[config.mk]
export PLATFORM = sky130hd
export DESIGN_NAME = brick_game_ctrl
export DESIGN_NICKNAME = d
export VERILOG_FILES = /design/src/rtl/brick_game_ctrl.sv
export SDC_FILE = /design/constraint.sdc
export NUM_CORES = 1
export LEC_CHECK = 0
export ABC_CLOCK_PERIOD_IN_PS = 9800
export BUFFER_PORTS_ARGS = -buffer_cell sky130_fd_sc_hd__buf_4
export CAP_MARGIN = 20
export CORE_MARGIN = 5
export CORE_UTILIZATION = 45
export DETAILED_ROUTE_END_ITERATION = 7
export PLACE_DENSITY = 0.71
export SYNTH_ARGS = -nofsm -noshare
export SYNTH_HDL_FRONTEND = slang
export SYNTH_SLANG_ARGS = --single-unit
export TNS_END_PERCENT = 50
[constraint.sdc]
create_clock -name clk -period 9.8 [get_ports clk]
set_clock_uncertainty 0.15 [all_clocks]
set_input_delay 0 -clock clk [delete_from_list [all_inputs] [get_ports clk]]
set_output_delay 0 -clock clk [all_outputs]
set_load 0.01 [all_outputs]
[src/rtl/brick_game_ctrl.sv]
// Game-level controller for the brick field.
// Sequences the IDLE/SERVE/PLAY/OVER/WIN phases, tracks per-brick alive state
// and remaining lives, and funnels brick hits through a round-robin arbiter
// into one saturating score accumulator.
// Ports:
//   clk          system clock, all state on rising edge
//   rst          asynchronous active-low reset
//   start        start button level; only its rising edge acts
//   ball_lost    one-cycle pulse, ball passed the paddle
//   collide      per-brick collision level
//   block_alive  1 = brick drawn and collidable
//   score        current score (saturating)
//   lives        remaining lives
//   ball_en      ball motion enable (PLAY)
//   serve_rst    holds ball/paddle at serve position (not PLAY)
//   game_over    high in OVER
//   win          high in WIN
module brick_game_ctrl #(
  parameter int unsigned NUM_BLOCKS  = 15,
  parameter int unsigned LIVES       = 3,
  parameter int unsigned POINTS      = 10,
  parameter int unsigned SCORE_W     = 8,
  parameter int unsigned SERVE_DELAY = 60
) (
  input  logic                  clk,
  input  logic                  rst,
  input  logic                  start,
  input  logic                  ball_lost,
  input  logic [NUM_BLOCKS-1:0] collide,
  output logic [NUM_BLOCKS-1:0] block_alive,
  output logic [SCORE_W-1:0]    score,
  output logic [1:0]            lives,
  output logic                  ball_en,
  output logic                  serve_rst,
  output logic                  game_over,
  output logic                  win
);

  localparam int unsigned PTR_W = (NUM_BLOCKS > 1) ? $clog2(NUM_BLOCKS) : 1;
  localparam int unsigned CNT_W = (SERVE_DELAY > 1) ? $clog2(SERVE_DELAY) : 1;

  localparam logic [2:0] S_IDLE  = 3'd0;
  localparam logic [2:0] S_SERVE = 3'd1;
  localparam logic [2:0] S_PLAY  = 3'd2;
  localparam logic [2:0] S_OVER  = 3'd3;
  localparam logic [2:0] S_WIN   = 3'd4;

  localparam logic [CNT_W-1:0]   CNT_LAST  = CNT_W'(SERVE_DELAY - 1);
  localparam logic [PTR_W-1:0]   PTR_LAST  = PTR_W'(NUM_BLOCKS - 1);
  localparam logic [SCORE_W:0]   SCORE_MAX = {1'b0, {SCORE_W{1'b1}}};
  localparam logic [SCORE_W:0]   PTS       = (SCORE_W + 1)'(POINTS);

  logic [2:0]            state, state_nxt;
  logic [CNT_W-1:0]      cnt, cnt_nxt;
  logic [NUM_BLOCKS-1:0] pending, pending_nxt;
  logic [NUM_BLOCKS-1:0] alive_nxt;
  logic [SCORE_W-1:0]    score_nxt;
  logic [1:0]            lives_nxt;
  logic [PTR_W-1:0]      rr_ptr, rr_nxt;
  logic                  start_q;
  logic [NUM_BLOCKS-1:0] collide_q;
  logic                  ball_en_nxt, serve_rst_nxt, game_over_nxt, win_nxt;

  logic                  start_rise;
  logic [NUM_BLOCKS-1:0] hit_rise;
  logic                  grant_vld;
  logic [PTR_W-1:0]      grant_idx;
  logic [NUM_BLOCKS-1:0] grant_mask;
  logic [SCORE_W:0]      score_sum;
  logic [SCORE_W-1:0]    score_add;

  assign start_rise = start & ~start_q;
  assign hit_rise   = collide & ~collide_q;
  assign grant_mask = grant_vld ? (NUM_BLOCKS'(1) << grant_idx) : '0;
  assign score_sum  = {1'b0, score} + PTS;
  assign score_add  = (score_sum > SCORE_MAX) ? SCORE_MAX[SCORE_W-1:0] : score_sum[SCORE_W-1:0];

  // Round-robin pick: first pending index at or after rr_ptr, wrapping.
  always_comb begin
    int idx_w;
    grant_vld = 1'b0;
    grant_idx = '0;
    idx_w     = 0;
    for (int k = 0; k < int'(NUM_BLOCKS); k++) begin
      idx_w = (int'(rr_ptr) + k) % int'(NUM_BLOCKS);
      if (!grant_vld && pending[PTR_W'(idx_w)]) begin
        grant_vld = 1'b1;
        grant_idx = PTR_W'(idx_w);
      end
    end
  end

  // Next-state, datapath and output decode.
  always_comb begin
    state_nxt   = state;
    cnt_nxt     = cnt;
    pending_nxt = pending;
    alive_nxt   = block_alive;
    score_nxt   = score;
    lives_nxt   = lives;
    rr_nxt      = rr_ptr;
    case (state)
      S_IDLE: if (start_rise) state_nxt = S_SERVE;
      S_SERVE: begin
        if (cnt == CNT_LAST) begin
          cnt_nxt   = '0;
          state_nxt = S_PLAY;
        end else begin
          cnt_nxt = cnt + CNT_W'(1);
        end
      end
      S_PLAY: begin
        // A bit only sets when alive and not pending, so it never collides with its own grant.
        pending_nxt = (pending & ~grant_mask) | (hit_rise & block_alive & ~pending);
        if (grant_vld) begin
          alive_nxt = block_alive & ~grant_mask;
          score_nxt = score_add;
          rr_nxt    = (grant_idx == PTR_LAST) ? '0 : grant_idx + PTR_W'(1);
        end
        // Lost ball outranks the win check; pending hits survive into the next PLAY.
        if (ball_lost) begin
          if (lives == 2'd1) begin
            lives_nxt = 2'd0;
            state_nxt = S_OVER;
          end else begin
            lives_nxt = lives - 2'd1;
            state_nxt = S_SERVE;
          end
        end else if (block_alive == '0 && pending == '0) begin
          state_nxt = S_WIN;
        end
      end
      S_OVER, S_WIN: begin
        if (start_rise) begin
          score_nxt   = '0;
          lives_nxt   = 2'(LIVES);
          alive_nxt   = '1;
          pending_nxt = '0;
          rr_nxt      = '0;
          state_nxt   = S_SERVE;
        end
      end
      default: state_nxt = S_IDLE;
    endcase
    ball_en_nxt   = (state_nxt == S_PLAY);
    serve_rst_nxt = (state_nxt != S_PLAY);
    game_over_nxt = (state_nxt == S_OVER);
    win_nxt       = (state_nxt == S_WIN);
  end

  // State and registered outputs.
  always_ff @(posedge clk or negedge rst) begin
    if (!rst) begin
      state       <= S_IDLE;
      cnt         <= '0;
      pending     <= '0;
      block_alive <= '1;
      score       <= '0;
      lives       <= 2'(LIVES);
      rr_ptr      <= '0;
      start_q     <= 1'b0;
      collide_q   <= '0;
      ball_en     <= 1'b0;
      serve_rst   <= 1'b1;
      game_over   <= 1'b0;
      win         <= 1'b0;
    end else begin
      state       <= state_nxt;
      cnt         <= cnt_nxt;
      pending     <= pending_nxt;
      block_alive <= alive_nxt;
      score       <= score_nxt;
      lives       <= lives_nxt;
      rr_ptr      <= rr_nxt;
      start_q     <= start;
      collide_q   <= collide;
      ball_en     <= ball_en_nxt;
      serve_rst   <= serve_rst_nxt;
      game_over   <= game_over_nxt;
      win         <= win_nxt;
    end
  end

endmodule

== Word level (Yosys, flattened, before mapping) ==
Cells that the tools add are included.

* Multiplexer cells: 100
* Bitwise operators: 11
* Reduce and logical (&&, ||, !) cells: 38
* Div/mod/pow operators: 15
* Equal/unequal tests: 14
* Shift operators: 1
* $add $sub $neg: 18
* $lt $le $gt $ge: 16

{| class="wikitable"
|+ Operators by type and width
! cell !! count
|-
| $mod 32x5->32 const B || 14
|-
| $lt 4x6->1 const B || 15
|-
| $and 15x15->15 || 5
|-
| $mux 4 || 18
|-
| $bmux 1 s4 || 15
|-
| $mux 15 || 4
|-
| $pmux 15 s2 || 2
|-
| $mux 1 || 45
|-
| $not 15->15 || 3
|-
| $add 4x4->5 const B || 7
|-
| $mod 5x5->32 const B || 1
|-
| $logic_not 15->1 || 2
|-
| $mux 8 || 3
|-
| $add 4x3->5 const B || 4
|-
| $pmux 8 s2 || 1
|-
| $logic_and 1x1->1 || 15
|-
| $or 15x15->15 || 1
|-
| $shl 1x4->15 const A || 1
|-
| $logic_not 1->1 || 14
|-
| $eq 3x2->1 const B || 4
|-
| $mux 3 || 4
|-
| $add 4x2->5 const B || 2
|-
| $add 8x4->9 const B || 1
|-
| $gt 9x8->1 const B || 1
|-
| 24 further kinds || 31
|}

* Bits in registers: 73
* Input bits: 19
* Logic and storage cells: 226
* Output and inout port bits: 29

== Depth between registers and ports, before layout ==
Gate-level depths: netlist of the first run.

* Depth in word-level cells: 53
* Mapped depth: 32
* Gate-level depth less buffers: 23

== Worst setup path after synthesis of the first run ==
OpenSTA, ideal clock, no wires.

* Path kind: flip-flop to flip-flop
* From: register rr_ptr[0]
* To: register pending[11]
* Clock period less this slack: 7.406 ns
* Data required time: 9.515 ns
* Setup time: 0.135 ns
* Buffers on the path: 9
* Stages on the path, launching flop included: 32
* Data arrival time: 7.121 ns
* Setup slack: 2.394 ns
* Path through: dfrtp_1 > buf_4 > inv_2 > clkbuf_1 > buf_1 > buf_1 > ha_1 > buf_2 > buf_2 > clkbuf_1 > clkbuf_1 > buf_1 > nand2_1 > nor2_1 > ha_1 > nand2b_1 > a2111oi_0 > o211ai_1 > o311a_4 > and2_4 > nor4_4 > a311oi_4 > nor4b_4 > nand3_1 > a221oi_2 > o211ai_1 > o21ai_4 > and3_1 > ha_1 > a21oi_1 > o21ai_0 > o41ai_1

* Cells in the longest elaborated chain, start to end: 53
* Elaborated cells on any way between the ends: 138
* Those cells by class: add/sub (14); div (15); shift (1); mux (77); bitwise (3); reduce/logical (28)

{| class="wikitable"
|+ RTL lines
! what !! RTL line !! source
|-
| from (decl) || 59 || <nowiki>logic [PTR_W-1:0] rr_ptr, rr_nxt;</nowiki>
|-
| from (signal assigned) || 174 || <nowiki>rr_ptr <= rr_nxt;</nowiki>
|-
| parallel branches: the longest is 48 deep, another holds $mod 32x5->32 || -- ||
|-
| $mux 15 (*) || 74 || <nowiki>assign grant_mask = grant_vld ? (NUM_BLOCKS'(1) << grant_idx) : '0;</nowiki>
|-
| $not 15->15 (*) || 114 || <nowiki>pending_nxt = (pending & ~grant_mask) | (hit_rise & block_alive & ~pending);</nowiki>
|-
| $and 15x15->15 (*) || 114 ||
|-
| $or 15x15->15 (*) || 114 ||
|-
| $pmux 15 s2 (*) || 102 || <nowiki>case (state)</nowiki>
|-
| to (signal assigned) || 170 || <nowiki>pending <= pending_nxt;</nowiki>
|-
| to (decl) || 55 || <nowiki>logic [NUM_BLOCKS-1:0] pending, pending_nxt;</nowiki>
|}

Mark *: on every way between the ends. The select of a mux whose other input is x is not followed.
A chain may end at the register's enable or synchronous reset.

== Worst setup path after layout of the first run ==
* From: register rr_ptr[1]
* To: register rr_ptr[1]

* Cells in the longest elaborated chain, start to end: 51
* Elaborated cells on any way between the ends: 139
* Those cells by class: add/sub (15); div (15); eq/ne (2); mux (78); reduce/logical (29)

{| class="wikitable"
|+ RTL lines
! what
|-
| parallel branches: the longest is 51 deep, another holds $mod 32x5->32
|}

Several ways; the timed one is not identified. The select of a mux whose other input is x is not followed.

==> impl_metrics.ini, run 1 <==
[cts]
numCtsBuffers = 9
h-tree-depth = 3
cts.sinks = 73
cts_tree = built
cts-resized-gates = 0
clk_pin_slew_ps = 60
cts_buffer_depth = 2
clock_latency_ps = 340
cts-root-buf = clkbuf_16

[synthesis]
synth_top_family_by_area = compound AO/OA/AOI/OAI gates
synthFlopType = dfrtp_1
syn_inst = 1629
synth_xor_area_share_pct = 3.67
syn_nets = 1690
synth_compound_area_share_pct = 36.3
synth_cell_types = 122
synth-edff-count = 0
yosysWarnings = 0
yosys.area_share.simple_pct = 26.0
syn_area_per_cell_um2 = 7.47
yosys.area_share.adder_pct = 4.40
ys_seq_elements = 73
synthArstFlopShare_pct = 100
netlist_area_um2 = 12200
synth_mux_area_share_pct = 7.39
yosysSeqAreaShare_pct = 15.2

[route]
postRouteAntennaNets = 0
vias = 14000
drt_iter0_drc = 1966
drcViolationCount = 0
via_per_inst = 7.14
wl_per_cell_um = 25.0
drtPass1Iterations = 6
wirelength_mm = 49.0

[final_layout]
antenna_cells = 0
area_delta_synth_final_pct = 7.56
fillers = 2587
multi_input_area_um2 = 9470
seqCellArea_um2 = 1860
utilization_pct = 48.9
drive_above_1_share_pct = 14.0
nets = 1672

[sta]
finalSetupViolCount = 0
finalCriticalPeriod_ps = 7690
finalMaxSlewViolations = 0
rsz0062_at_grt = no
finalHoldViolCount = 0
setup_tns_ps = 0
fin_crit_sh_pct = 78.5
tightest_slew_ps = 1090
relSlewSlack_pct = 27.0
fmax_mhz = 130

[critical_path]
critical_path_depth = 17
path_common_cell = ha_1
worstPathArrival_ps = 7760
rr_worst_depth = 17
slowest_stage = nor2_1
startpoint_type = flop
crit_type = flop to flop
cp_top_family = simple AND/OR/NAND/NOR gates
cp.required_ps = 9870
end_kind = flop
critPathBufInv = 2
crit_chain = buf_4 > ha_1 > nand2_1 > inv_1 > ha_1 > nand2b_1 > a211oi_2 > o32ai_2 > xnor2_1 > mux2_2 > a311oi_4 > nor4b_4 > and4_1 > and3_1 > nor2_1 > o21ai_1 > o32ai_1
worst-path-max-fanout = 54
critical_path.max_stage_delay_ps = 820

[die]
fp.coreArea_um2 = 26800
die_y_um = 174
die-area_um2 = 30400
num_rows = 60
fp.dieW_um = 174
start_util_pct = 45.4
ios = 48

[worst_hold_path]
min_path_type = primary input to flop
worstHoldPathCells = 2

[global_route]
grt_pass1_vias = 12900
grt_pass1_wl_mm = 75.1
grt_antenna_before_repair = 0
grt_max_degree = 74
grt_overflow_total = 0
grt_usage_pct = 30.6

[place]
hpwl_mm = 35.4
io_buffers = 47
place.gp.congestion = 1.06

[outcome]
outcome = finished clean

[run]
drv_cap = 0
==> placed cells by master, fill, tap and decap left out, drive strengths merged, types with 10 or more instances in the layout <==
master and count:
a2111oi 11, a211oi 41, a21boi 10, a21o 28, a21oi 116, a221o 10, a221oi 11, a22oi 16
a311oi 11, a31oi 37, and2 16, and3 17, buf 81, clkbuf 11, dfrtp 55, dfstp 18
dlygate4sd3 18, ha 42, inv 58, mux2i 58, mux4 10, nand2 178, nand2b 28, nand3 46
nand3b 18, nand4 24, nor2 118, nor2b 21, nor3 51, nor3b 11, nor4 15, o2111ai 21
o211ai 27, o21a 13, o21ai 113, o221ai 16, o31ai 20, or2 14, or3 11, xnor2 35
==> stage by stage <==
stage | cells | instance area, um^2 | hold slack (ps) | setup slack (ps)
floorplan | 1629 | 12200 | -446 | 2390
global placement | 1922 | 12600 | -31.0 | 1940
detailed placement | 1922 | 12600 | -29.0 | 1790
CTS | 1956 | 13100 | 159 | 1770
global route | 1957 | 13100 | 169 | 1730
finish | 1957 | 13100 | 168 | 2110
==> cell families after synthesis <==
| logic type | count (synthesis) |
|---|---|
| xor gates and xnor gates | 42 |
| AOI/OAI and AO/OA | 601 |
| DFF | 73 |
| adders and majority gates | 43 |
| muxes | 76 |
| and+or+nand+nor | 608 |
| buffers and inverters | 186 |
==> routing by layer <==
| layer | GRT usage, % | share of wire (%) | vias to the layer above |
|---|---|---|---|
| li1 | - | - | 6222 |
| met1 | 39.6 | 39 | 6584 |
| met2 | 47.1 | 43 | 922 |
| met3 | 6.48 | 11 | 245 |
| met4 | 18.0 | 7.3 | 0 |
| met5 | 0 | 0 | - |
==> worst paths after layout <==
| path | from | to | slack (ps) |
|---|---|---|---|
| setup / recovery | rr_ptr[1] | rr_ptr[1] | 2110 |
| hold / removal | collide[2] | collide_q[2] | 170 |
| setup reg to reg | rr_ptr[1] | rr_ptr[1] | 2110 |
| hold reg to reg | collide_q[11] | pending[11] | 280 |
| max in group asynchronous | rst | rr_ptr[0] | 8640 |
| min in group asynchronous | rst | score[2] | 190 |
==> state kept, by name, summed over array words and instances, names as in the netlist <==
name,flops
ball_en,1
game_over,1
block_alive,15
win,1
score,8
serve_rst,1
rr_ptr,4
state,3
pending,15
lives,2
cnt,6
start_q,1
collide_q,15
==> layout make-up <==
type | count | share of cell area [%]
sequential | 73 | 14.2
multi-input combinational | 1370 | 72.3
inverter | 58 | 1.66
clock buffer | 11 | 1.93
timing repair buffer | 99 | 6.08
tap | 341 | 3.26
clock inverter | 5 | 0.593
==> synthesized netlist by cell type, types with 10 or more instances <==
master | n | area, um^2
o211ai_1 | 27 | 203
a22oi_1 | 15 | 113
dfrtp_1 | 55 | 1380
dfstp_2 | 18 | 473
nand4_1 | 24 | 150
buf_2 | 38 | 190
a211oi_1 | 31 | 233
a31oi_1 | 37 | 231
clkbuf_1 | 65 | 244
nand3b_1 | 18 | 135
and3_1 | 17 | 106
nor4_1 | 14 | 87.6
and2_1 | 15 | 93.8
o221ai_1 | 15 | 131
buf_6 | 11 | 124
o21ai_0 | 96 | 480
nand3_1 | 46 | 230
nand2b_1 | 28 | 175
o21ai_1 | 12 | 60.1
o2111ai_1 | 21 | 184
nor2_1 | 118 | 443
ha_1 | 42 | 526
nor3_1 | 48 | 240
a221o_1 | 10 | 100
nand2_1 | 177 | 664
inv_1 | 55 | 206
a21o_1 | 28 | 210
mux4_2 | 10 | 225
xnor2_1 | 29 | 254
or3_1 | 11 | 68.8
o31ai_1 | 19 | 143
o21a_1 | 12 | 90.1
nor2b_1 | 20 | 125
a21oi_1 | 110 | 551
mux2i_1 | 57 | 571
==> what timing repair did <==
action | 4_1_cts | 5_1_grt
setup buffers | 0 | 0
hold endpoints to repair | 91 | 0
hold buffers | 18 | 0
Power of run 1 is left out: the tool's default activity adds up to more than one toggle a clock period on the data nets, which glitch-free logic cannot reach.
==> run 2, diff against run 1 <==
--- a/config.mk
+++ b/config.mk
@@ -5,13 +5,14 @@
 export SDC_FILE = /design/constraint.sdc
 export NUM_CORES = 1
 export LEC_CHECK = 0
-export ABC_CLOCK_PERIOD_IN_PS = 9800
+export ABC_AREA = 1
+export ABC_CLOCK_PERIOD_IN_PS = 7000
 export BUFFER_PORTS_ARGS = -buffer_cell sky130_fd_sc_hd__buf_4
 export CAP_MARGIN = 20
 export CORE_MARGIN = 5
 export CORE_UTILIZATION = 45
 export DETAILED_ROUTE_END_ITERATION = 7
-export PLACE_DENSITY = 0.71
+export PLACE_DENSITY = 0.74
 export SYNTH_ARGS = -nofsm -noshare
 export SYNTH_HDL_FRONTEND = slang
 export SYNTH_SLANG_ARGS = --single-unit
==> constraint.sdc (replaced) <==
create_clock -name clk -period 7 [get_ports clk]
set_clock_uncertainty 0.15 [all_clocks]
set_input_delay 0 -clock clk [delete_from_list [all_inputs] [get_ports clk]]
set_output_delay 0 -clock clk [all_outputs]
set_load 0.01 [all_outputs]
==> impl_metrics.ini, run 2 <==
[cts]
post_cts_buffers = 0
postCtsHoldBufs = 18
cts-root-buf = clkbuf_16
cts-resized-gates = 0
clock_latency_ps = 340
cts_buffer_depth = 2
h-tree-depth = 3
cts.sinks = 73
numCtsBuffers = 9
clk_pin_slew_ps = 60
cts_tree = built

[final_layout]
largest_registers = block_alive x15, collide_q x15, pending x15
final_common_cell = nand2_1
antenna_cells = 0
post-route-cell-area_um2 = 10300
multi_input_area_um2 = 6420
drive_above_1_share_pct = 12.7
nets = 1621
final_cells = 1835
layout_common_cells = nand2_1, nand3_1, inv_1
area_delta_synth_final_pct = 11.2
seqCellArea_um2 = 1850
fillers = 1995

[synthesis]
synth_compound_area_share_pct = 17.4
netlist_area_um2 = 9280
synth_xor_area_share_pct = 2.91
syn_area_per_cell_um2 = 6.09
yosysWarnings = 0
yosys.area_share.adder_pct = 5.66
synth_cell_types = 60
synth_area_leader_cell = nand2_1
synth_top_area_share_pct = 15.9
yosys-top-cells-area = nand2_1, dfrtp_1, nand3_1
synth_most_common_cell = nand2_1
ys_seq_elements = 73
yosysSeqAreaShare_pct = 19.9
yosys-top-cells-count = nand2_1, nand3_1, inv_1
synthFlopType = dfrtp_1
yosys.area_share.simple_pct = 43.3
syn_nets = 1585
synth_top_family_by_area = simple AND/OR/NAND/NOR gates
synth-edff-count = 0
synthArstFlopShare_pct = 100
synth_mux_area_share_pct = 0
syn_inst = 1524

[sta]
rsz0062_at_grt = no
fmax_mhz = 167
relSlewSlack_pct = 40.1
setup_tns_ps = 0
finalCriticalPeriod_ps = 5990
finalMaxSlewViolations = 0
setup_slack_ps = 1010
finalHoldViolCount = 0
finalSetupViolCount = 0
fin_crit_sh_pct = 85.6
tightest_slew_ps = 899

[place]
hpwl_mm = 23.5
post-place-ws_ps = 1140
placedCellCount = 1801
dpl_cell_area_um2 = 9800
place.gp.congestion = 1.03
io_buffers = 47

[route]
via_per_inst = 5.79
vias = 10600
drtPass1Iterations = 6
drcViolationCount = 0
postRouteAntennaNets = 0
drt_iter0_drc = 1055
wirelength_mm = 31.6
wl_per_cell_um = 17.2

[critical_path]
reg2reg_from = rr_ptr[0]
slowest_stage = ha_1
worstPathArrival_ps = 6060
startpoint_type = flop
cp.required_ps = 7070
crit_start = rr_ptr[0]
critical_path.max_stage_delay_ps = 540
crit_type = flop to flop
worst-path-max-fanout = 29
end_kind = flop

[die]
start_util_pct = 45.8
ios = 48
num_rows = 52
die_y_um = 154
fp.dieW_um = 154
fp.coreArea_um2 = 20200
die-area_um2 = 23600

[global_route]
grt_overflow_total = 0
grt_pass1_vias = 9551
grt_usage_pct = 25.9
grt_antenna_before_repair = 0
grt_pass1_wl_mm = 50.1
grt_max_degree = 74

[outcome]
outcome = finished clean

[worst_hold_path]
holdCritStartpoint = collide[0]
min_path_type = primary input to flop

[run]
drv_cap = 0
[run 2: changes by cell type after synthesis, sizes merged, moves of 36 or more]
cell / delta
clkbuf: -41
buf: -36
o21ai: +39
mux2i: -58
inv: +133
a211oi: -40
nand2: +248
nand3: +178
[run 2: per-layer routing]
layer | share of wire (%) | vias to the layer above | GRT usage [%] | wire length, um
li1 | - | 5146 | - | -
met1 | 41 | 4859 | 33.7 | 12900
met2 | 46 | 522 | 43.3 | 14600
met3 | 8.4 | 95 | 3.09 | 2640
met4 | 4.5 | 0 | 11.4 | 1410
met5 | 0 | - | 0 | 0
[run 2: through the flow]
stage | utilization [%] | hold slack (ps)
finish | 51.0 | 170
global route | 51.0 | 170
floorplan | - | -446
CTS | 51.0 | 164
global placement | 48.4 | -31.9
detailed placement | 48.4 | -29.6
[run 2: logic make-up after synthesis]
kind of cell,Yosys count
AND/OR/NAND/NOR,843
AO/OA/AOI/OAI,286
buffers and inverters,250
flip-flops,73
adder cells (fa/ha/maj),42
XOR/XNOR,30
[run 2: critical path: cells and delay by family, from the launching register on]
kind	cells	cell delay, ps
simple gates	19	2800
buf+inv	5	800
fa+ha+maj	2	800
compound gates	3	640
flops	1	360
xor+xnor	1	280
[run 2: area by class of cell]
cell class	instances	area share [%]
clock inverters	6	1.09
repair buffers	76	5.97
multi-input cells	1201	62.2
well taps	270	3.27
inverters	199	7.28
flip-flops and latches	73	17.9
clock buffers	10	2.22
[run 2: worst paths after layout]
check                      depth (start not counted)        endpoint  slack (ps)
setup / recovery                                  30      pending[0]        1010
hold / removal                                     2    collide_q[0]         170
setup reg to reg                                  30      pending[0]        1010
hold reg to reg                                    2  block_alive[6]         340
max in group asynchronous                          2          cnt[1]        5930
min in group asynchronous                          2   collide_q[10]         190
Power of run 2 is left out for the same reason.
==> run 3, diff against run 2 <==
--- a/config.mk
+++ b/config.mk
@@ -6,11 +6,11 @@
 export NUM_CORES = 1
 export LEC_CHECK = 0
 export ABC_AREA = 1
-export ABC_CLOCK_PERIOD_IN_PS = 7000
 export BUFFER_PORTS_ARGS = -buffer_cell sky130_fd_sc_hd__buf_4
 export CAP_MARGIN = 20
 export CORE_MARGIN = 5
 export CORE_UTILIZATION = 45
+export CTS_BUF_LIST = sky130_fd_sc_hd__clkbuf_4 sky130_fd_sc_hd__clkbuf_8 sky130_fd_sc_hd__clkbuf_16
 export DETAILED_ROUTE_END_ITERATION = 7
 export PLACE_DENSITY = 0.74
 export SYNTH_ARGS = -nofsm -noshare
==> impl_metrics.ini, run 3 (synthesis results as in run 2) <==
[final_layout]
antenna_cells = 0
multi_input_area_um2 = 6420
layout_common_cells = nand2_1, nand3_1, inv_1
final_common_cell = nand2_1
seqCellArea_um2 = 1850
nets = 1621
drive_above_1_share_pct = 12.7
largest_registers = block_alive x15, collide_q x15, pending x15
area_delta_synth_final_pct = 11.3
fillers = 1993

[route]
via_per_inst = 5.77
postRouteAntennaNets = 0
vias = 10600
wl_per_cell_um = 17.2
drtPass1Iterations = 6
drcViolationCount = 0
wirelength_mm = 31.6
drt_iter0_drc = 1059

[sta]
fin_crit_sh_pct = 85.6
setup_tns_ps = 0
relSlewSlack_pct = 39.4
tightest_slew_ps = 899
rsz0062_at_grt = no
finalSetupViolCount = 0
finalCriticalPeriod_ps = 5990
fmax_mhz = 167
finalMaxSlewViolations = 0
finalHoldViolCount = 0

[global_route]
grt_usage_pct = 25.9
grt_overflow_total = 0
grt_pass1_vias = 9559
grt_max_degree = 74
grt_antenna_before_repair = 0
grt_pass1_wl_mm = 50.1

[critical_path]
crit_type = flop to flop
end_kind = flop
worst-path-max-fanout = 29
cp.required_ps = 7070
r2r_slack_ps = 1010
startpoint_type = flop
worstPathArrival_ps = 6060
slowest_stage = ha_1
critical_path.max_stage_delay_ps = 540

[cts]
numCtsBuffers = 9
cts_tree = built
post_cts_buffers = 0
cts_buffer_depth = 2
clock_latency_ps = 340
clk_pin_slew_ps = 60
cts.sinks = 73
h-tree-depth = 3
cts-root-buf = clkbuf_16

[place]
place.gp.congestion = 1.03
io_buffers = 47
hpwl_mm = 23.5

[worst_hold_path]
min_path_type = primary input to flop

[die]
fp.coreArea_um2 = 20200
ios = 48
num_rows = 52
start_util_pct = 45.8
die_y_um = 154
die-area_um2 = 23600
fp.dieW_um = 154

[run]
drv_cap = 0

[outcome]
outcome = finished clean
run 3: cell counts in the layout (fill, tap and decap cells not counted):
Identical to the previous run, type by type.
run 3: critical path, delay by kind of cell (launching register included):
kind / cells / cell delay [ps]
buffers and inverters: 5 / 780
flip-flops: 1 / 360
XOR/XNOR: 1 / 280
AND/OR/NAND/NOR: 19 / 2770
adder cells (fa/ha/maj): 2 / 810
AO/OA/AOI/OAI: 3 / 720
run 3: final cells by class:
class | instances | share of cell area [%]
timing repair buffer | 76 | 5.96
multi-input combinational | 1201 | 62.2
inverter | 199 | 7.27
tap | 270 | 3.27
sequential | 73 | 17.9
clock inverter | 6 | 1.09
clock buffer | 10 | 2.25
run 3: routing by layer:
layer / track usage (%) / up-vias / share of wire [%]
li1: - / 5151 / -
met2: 43.4 / 510 / 46
met1: 33.6 / 4811 / 41
met3: 3.09 / 108 / 8.0
met5: 0 / - / 0
met4: 11.4 / 0 / 4.8
run 3: worst paths after layout:
kind	end	from	depth (start not counted)
worst max-delay path	pending[0]	rr_ptr[0]	30
max in group asynchronous	cnt[1]	rst	2
min in group asynchronous	collide_q[1]	rst	2
worst min register to register	block_alive[6]	block_alive[6]	2
worst max register to register	pending[0]	rr_ptr[0]	30
worst min-delay path	collide_q[0]	collide[0]	2
run 3: what timing repair did:
item / 4_1_cts / 5_1_grt
endpoints found under the setup margin: 0 / 0
hold buffers: 18 / 0
hold endpoints to repair: 91 / 0
resized for setup: 0 / 0
run 3: per-stage QoR:
step,hold WS [ps],cell area [um^2],util [%],instances,worst slack (ps)
finish,170,10300,51.0,1835,1010
CTS,164,10300,51.0,1835,1110
global route,170,10300,51.0,1835,511
floorplan,-446,9280,-,1524,1530
detailed placement,-29.6,9800,48.4,1801,1140
global placement,-31.9,9800,48.4,1801,1160
Power of run 3 is left out for the same reason.
